[src/rtl/i2c_pkg.sv]
// Shared definitions for the I2C byte-level blocks.
//   tx_state_t : state encoding of the byte transmitter controller
//   ACK / NACK : level sampled on SDA during the acknowledge slot
package i2c_pkg;

    typedef enum logic [2:0] {
        IDLE     = 3'd0,
        DRIVE    = 3'd1,
        ACK_REL  = 3'd2,
        ACK_HOLD = 3'd3,
        DONE     = 3'd4
    } tx_state_t;

    localparam logic ACK  = 1'b0;
    localparam logic NACK = 1'b1;

endpackage

[src/rtl/flex_pts_sr.sv]
// Flexible parallel-to-serial shift register.
// Ports:
//   clk          - system clock, rising edge
//   n_rst        - asynchronous active-low reset, all bits set to 1
//   shift_enable - advance one bit, vacated position filled with 1
//   load_enable  - capture parallel_in (wins over shift_enable)
//   parallel_in  - NUM_BITS word to serialize
//   serial_out   - current bit (MSB when SHIFT_MSB=1, else LSB)
module flex_pts_sr #(
    parameter int unsigned NUM_BITS  = 8,
    parameter bit          SHIFT_MSB = 1'b1
) (
    input  logic                clk,
    input  logic                n_rst,
    input  logic                shift_enable,
    input  logic                load_enable,
    input  logic [NUM_BITS-1:0] parallel_in,
    output logic                serial_out
);

    logic [NUM_BITS-1:0] q;

    always_ff @(posedge clk or negedge n_rst) begin
        if (!n_rst) begin
            q <= '1;
        end else if (load_enable) begin
            q <= parallel_in;
        end else if (shift_enable) begin
            // Fill with 1 so an over-shifted register reads as a released line
            if (SHIFT_MSB)
                q <= {q[NUM_BITS-2:0], 1'b1};
            else
                q <= {1'b1, q[NUM_BITS-1:1]};
        end
    end

    assign serial_out = SHIFT_MSB ? q[NUM_BITS-1] : q[0];

endmodule

[src/rtl/tx_byte_ctrl.sv]
// I2C byte transmitter controller: serializes one word onto SDA, one bit per
// SCL low phase, then releases SDA for the acknowledge slot and records the
// receiver's ACK/NACK.
// Ports:
//   clk, n_rst - system clock / asynchronous active-low reset
//   tx_start   - request to send tx_data (accepted only in IDLE)
//   tx_data    - word to send, captured when tx_start is accepted
//   scl_rise   - one-cycle pulse at an SCL rising edge
//   scl_fall   - one-cycle pulse at an SCL falling edge
//   sda_in     - synchronized SDA level, sampled at the ACK rise
//   abort      - cancel the current transfer, back to IDLE
//   sda_out    - SDA drive value (1 = released)
//   busy       - controller not in IDLE
//   tx_done    - one-cycle pulse when word plus ACK slot completed
//   nack       - ACK result of the last completed word (1 = NACK)
module tx_byte_ctrl
    import i2c_pkg::*;
#(
    parameter int unsigned NUM_BITS  = 8,
    parameter bit          SHIFT_MSB = 1'b1
) (
    input  logic                clk,
    input  logic                n_rst,
    input  logic                tx_start,
    input  logic [NUM_BITS-1:0] tx_data,
    input  logic                scl_rise,
    input  logic                scl_fall,
    input  logic                sda_in,
    input  logic                abort,
    output logic                sda_out,
    output logic                busy,
    output logic                tx_done,
    output logic                nack
);

    localparam int unsigned     CNT_W    = $clog2(NUM_BITS);
    localparam logic [CNT_W-1:0] LAST_BIT = CNT_W'(NUM_BITS - 1);

    tx_state_t        state;
    logic [CNT_W-1:0] bit_cnt;
    logic             load_enable;
    logic             shift_enable;
    logic             serial_bit;

    // Abort dominates everything, so it also blocks a load or shift in the
    // same cycle. The last bit is not shifted out: the ACK slot releases SDA
    // by state instead.
    assign load_enable  = (state == IDLE) && tx_start && !abort;
    assign shift_enable = (state == DRIVE) && scl_fall && !abort &&
                          (bit_cnt != LAST_BIT);

    flex_pts_sr #(
        .NUM_BITS  (NUM_BITS),
        .SHIFT_MSB (SHIFT_MSB)
    ) u_sr (
        .clk          (clk),
        .n_rst        (n_rst),
        .shift_enable (shift_enable),
        .load_enable  (load_enable),
        .parallel_in  (tx_data),
        .serial_out   (serial_bit)
    );

    always_ff @(posedge clk or negedge n_rst) begin
        if (!n_rst) begin
            state   <= IDLE;
            bit_cnt <= '0;
            nack    <= ACK;
        end else if (abort) begin
            state <= IDLE;
        end else begin
            case (state)
                IDLE: begin
                    if (tx_start) begin
                        state   <= DRIVE;
                        bit_cnt <= '0;
                    end
                end
                DRIVE: begin
                    if (scl_fall) begin
                        if (bit_cnt == LAST_BIT)
                            state <= ACK_REL;
                        else
                            bit_cnt <= bit_cnt + 1'b1;
                    end
                end
                ACK_REL: begin
                    // A coincident fall masks the rise
                    if (scl_rise && !scl_fall) begin
                        nack  <= sda_in;
                        state <= ACK_HOLD;
                    end
                end
                ACK_HOLD: begin
                    if (scl_fall)
                        state <= DONE;
                end
                DONE:    state <= IDLE;
                default: state <= IDLE;
            endcase
        end
    end

    // Outputs decode only registered state and the registered shift bit,
    // so none of them has a combinational path from an input.
    assign sda_out = (state == DRIVE) ? serial_bit : 1'b1;
    assign busy    = (state != IDLE);
    assign tx_done = (state == DONE);

endmodule

[config.mk]
export PLATFORM = sky130hd
export DESIGN_NAME = tx_byte_ctrl
export DESIGN_NICKNAME = d
export VERILOG_FILES = /design/src/rtl/i2c_pkg.sv /design/src/rtl/flex_pts_sr.sv /design/src/rtl/tx_byte_ctrl.sv
export SDC_FILE = /design/constraint.sdc
export NUM_CORES = 1
export LEC_CHECK = 0
export ABC_CLOCK_PERIOD_IN_PS = 2560
export CORE_ASPECT_RATIO = 1.1
export CORE_UTILIZATION = 45
export DETAILED_ROUTE_END_ITERATION = 16
export GPL_ROUTABILITY_DRIVEN = 0
export HOLD_SLACK_MARGIN = 0.05
export PLACE_DENSITY = 0.82
export SYNTH_ARGS = -nofsm -noshare
export SYNTH_HDL_FRONTEND = slang
export SYNTH_SLANG_ARGS = --single-unit
[constraint.sdc]
create_clock -name clk -period 2.56 [get_ports clk]
set_input_delay 0.384 -clock clk [delete_from_list [all_inputs] [get_ports clk]]
set_output_delay 0.384 -clock clk [all_outputs]
set_load 0.1 [all_outputs]
After elaboration in Yosys (flattened, before gate mapping)
Cells that the tools add are included.

word-level totals
  bits in registers = 15
  logic and storage cells = 49

operators by class
  add/sub/neg operators = 1
  equal/unequal tests = 14
  muxes and demuxes = 14
  bitwise logic cells = 1
  reductions and logical operators = 15

operator list
  kind                   number
  $mux W3                9
  $ne A3 B3 Y1 const B   6
  $mux W8                2
  $pmux W3 S4            1
  $reduce_and A5 Y1      2
  $eq A3 B2 Y1 const B   2
  $eq A3 B3 Y1 const B   2
  $logic_and A1 B1 Y1    6
  $ne A2 B2 Y1 const B   3
  $pmux W3 S2            1
  $reduce_bool A2 Y1     2
  $add A3 B1 Y3 const B  1
  $eq A3 B1 Y1 const B   1
  $logic_not A3 Y1       1
  $reduce_and A3 Y1      1
  $reduce_bool A3 Y1     1
  $logic_not A1 Y1       2
  $mux W1                1
  $not A1 Y1             1

Logic depth before layout (Yosys ltp)
  word-level depth = 6
  depth in mapped cells = 7

Modules after synthesis
A second synthesis with hierarchy kept.

unflattened totals
  cells, all modules = 73
  area total of the unflattened synthesis = 793.3 um^2

by module, submodules not included
  module        instances  cells each  area an instance (um^2)
  tx_byte_ctrl  1          39          416.6
  flex_pts_sr   1          34          376.6

Worst setup path before layout
OpenSTA, ideal clock, no wires.

  path kind = reg2out
  start = register state[0]
  end = output port sda_out
  arrival time = 1.457 ns
  required time = 2.176 ns
  slack = 0.719 ns
  cell stages (with the launch flop) = 3
  path through = dfrtp_1 nor3b_1 nand2b_1

between the ends
  cells in the longest elaborated chain, start to end = 2

ends and longest elaborated chain
  element                 line                 RTL
  from (decl)             tx_byte_ctrl.sv:39   tx_state_t state;
  from (signal assigned)  tx_byte_ctrl.sv:66   state <= IDLE;
  from (signal assigned)  tx_byte_ctrl.sv:70   state <= IDLE;
  from (signal assigned)  tx_byte_ctrl.sv:75   state <= DRIVE;
  $eq A3 B1 Y1            tx_byte_ctrl.sv:106  assign sda_out = (state == DRIVE) ? serial_bit : 1'b1;
  $mux W1                 tx_byte_ctrl.sv:106
  to (decl)               tx_byte_ctrl.sv:30   output logic sda_out,

Every way passes these cells.

Final worst setup path
Ends and elaborated chain as after synthesis.

==> metrics.md <==
| Metric | Value |
|---|---|
| Post-Syn Nets | 90 |
| Register area share after synthesis | 49.4% |
| Cell Rows | 15 |
| Die width | 41.7 um |
| Max_cap viols | 0 |
| Critical path class | reg -> out |
| Switch share | 29.7% |
| Synth warn | 0 |
| Sequential power share | 53.0% |
| Via Count | 592 |
| Area growth syn-to-layout | 25.4% |
| Clock Latency Late Sink | 0.28 ns |
| HPWL after DPL | 1010 um |
| Post-Syn Area per Cell | 10.7 um2 |
| CTS tree | done |
| H-tree depth | 1 |
| Worst Skew | 0.000559 ns |
| Slew Limit Fails | 0 |
| NetSw | 184 uW |
| Routed len/inst | 12.7 um |
| CTS Hold Bufs | 0 |
| Mapped Cells | 73 |
| Die Y | 45.7 um |
| Final Hold Viols | 0 |
| Proportion of layout cells with a drive suffix above 1 | 20.4% |
| Pint | 434 uW |
| Drt total wl | 1400 um |
| Fmax | 501 MHz |
| Resized cells post-CTS | 0 |
| Vias in the first global route | 598 |
| Mapped Area | 779 um2 |
| Buffers on Ports | 18 |
| HP Class | reg -> reg |
| Reg area | 385 um2 |
| Post-Place Worst Slack | 0.575 ns |
| Total gr overflow | 0 |
| # IOs | 19 |
| Clk pin slew, worst setup/hold paths | 0.09 ns |
| Die Area | 0.00190 mm2 |
| Post-synth cell types | 23 |
| RSZ-0062 raised after global routing | no |
| Core Region | 0.00160 mm2 |
| First-pass GRT wire length | 2340 um |
| Critical path data required time | 2.18 ns |
| DR vias/cell | 5.38 |
| Crit path DAT | 1.61 ns |
| Pwr dens | 633 mW/mm2 |
| Initial DRC Count | 4 |
| Final period utilization | 78.0% |
| Clk pwr share | 22.1% |
| # setup viols final | 0 |
| Filler Cell Count | 149 |
| CTS Buffer Depth | 2 |
| Total Routing Usage GR | 16.2% |
| First-pass iteration count of the detailed router | 2 |
| Post-route ant nets | 0 |
| Final WS setup | 0.563 ns |
| Number of synthesized register bits | 15 |
| Clock period minus worst slack | 2.00 ns |
| Slew @ Worst Pin | 0.703 ns |
| DRC Markers | 0 |
| Post-CTS Setup Bufs | 0 |
| Static leakage | 0.441 nW |
| Slew HR | 53.0% |
| Max Fanout on Critical Path | 8 |
| Root Driver | clkbuf_4 |
| Critical path endpoint category | primary output |
| Multi-input logic area | 359 um2 |
| Total negative slack | 0 ns |
| Peak VDD IR | 0.000323 V |
| CP startpoint kind | register |
| Sink Count | 15 |
| Antenna diode count | 0 |
| TritonCTS Buffers | 3 |
| Gate power share | 24.9% |
| Pin count of the biggest net entering global routing | 22 |
| Initial antenna violation count | 0 |
| Status | completed |
| Nets | 111 |
| Initial Util | 48.9% |
==> critical path: stages (launching register included) <==
cell      delay [ns]
dfrtp_1         0.53
nor3b_1         0.45
nand2b_1        0.10
buf_4           0.25
==> Yosys cell counts <==
cell	n	area, um2
a211oi_4	1	20.0
a21oi_1	9	45.0
and2_1	1	6.26
buf_2	1	5.00
buf_6	2	22.5
dfrtp_1	7	175
dfstp_2	8	210
ha_1	2	25.0
inv_1	2	7.51
mux2_1	1	11.3
mux2i_1	8	80.1
nand2_1	3	11.3
nand2b_1	3	18.8
nand3_1	3	15.0
nor2_1	11	41.3
nor3_1	2	10.0
nor3b_1	2	15.0
nor4_2	1	12.5
o21ai_1	2	10.0
o221a_1	1	11.3
o22a_1	1	8.76
or3_1	1	6.26
or3_4	1	11.3
==> cells in the final DEF (no fill, tap or decap), drive strengths merged <==
master / instances
o221a: 1
nor3: 2
nand2: 3
nor3b: 2
buf: 5
mux2i: 8
clkdlybuf4s50: 14
a211oi: 1
dfstp: 8
dfrtp: 7
mux2: 1
ha: 2
o21ai: 2
or3: 2
and2: 1
clkbuf: 4
nor2: 11
nor4: 1
a21oi: 9
inv: 2
nand3: 3
nand2b: 3
o22a: 1
==> power by group through the flow <==
stage	logic [mW]	clock network, mW	registers [mW]
after floorplan	0.112	0	0.327
after global placement	0.151	0	0.330
after detailed placement	0.156	0	0.333
after CTS	0.156	0.143	0.329
after global routing	0.171	0.148	0.334
final	0.154	0.137	0.328
==> layout make-up <==
cell class              instances  area share [%]
clock buffers                   4            2.69
well taps                      17            2.18
inverters                       2           0.768
multi-input cells              53            36.7
flip-flops and latches         15            39.4
repair buffers                 19            18.2
==> logic make-up (layout without fill, tap and decap cells) <==
| family | Yosys count | after routing | synth area share, % |
|---|---|---|---|
| AO/OA/AOI/OAI | 14 | 14 | 12.2 |
| adder cells (fa/ha/maj) | 2 | 2 | 3.21 |
| buffers and inverters | 5 | 25 | 4.49 |
| flip-flops | 15 | 15 | 49.4 |
| multiplexers | 9 | 9 | 11.7 |
| AND/OR/NAND/NOR | 28 | 28 | 18.9 |
==> sequential cells by signal (all words and copies together) (netlist names) <==
register / cells
bit_cnt: 3
nack: 1
u_sr.q: 8
state: 3
==> final timing paths <==
| check | start | end | slack [ns] | cells past startpoint |
|---|---|---|---|---|
| min in group asynchronous | n_rst | state[2] | 0.52 | 1 |
| setup / recovery | state[0] | sda_out | 0.56 | 3 |
| hold reg to reg | bit_cnt[0] | bit_cnt[0] | 0.49 | 1 |
| max in group asynchronous | n_rst | bit_cnt[0] | 1.60 | 1 |
| setup reg to reg | bit_cnt[0] | bit_cnt[0] | 0.79 | 7 |
| hold / removal | bit_cnt[0] | bit_cnt[0] | 0.49 | 1 |
==> stage by stage <==
| stage | util (%) | hold WS (ns) | area (um2) | power, mW | cells |
|---|---|---|---|---|---|
| 2_1_floorplan | - | 0.0884 | 779 | 0.439 | 73 |
| 3_3_place_gp | 59.6 | 0.469 | 951 | 0.482 | 106 |
| 3_5_place_dp | 59.6 | 0.480 | 951 | 0.488 | 106 |
| 4_1_cts | 61.3 | 0.499 | 977 | 0.627 | 110 |
| 5_1_grt | 61.3 | 0.525 | 977 | 0.652 | 110 |
| 6_report | 61.3 | 0.495 | 977 | 0.618 | 110 |
==> per-layer routing <==
layer  part of all wire, %  track usage, %
met1                    46            18.7
met2                    49            28.7
met3                   4.9            3.17
met4                  0.43            9.03
met5                     0               0
(Power assumes the default switching activity.)
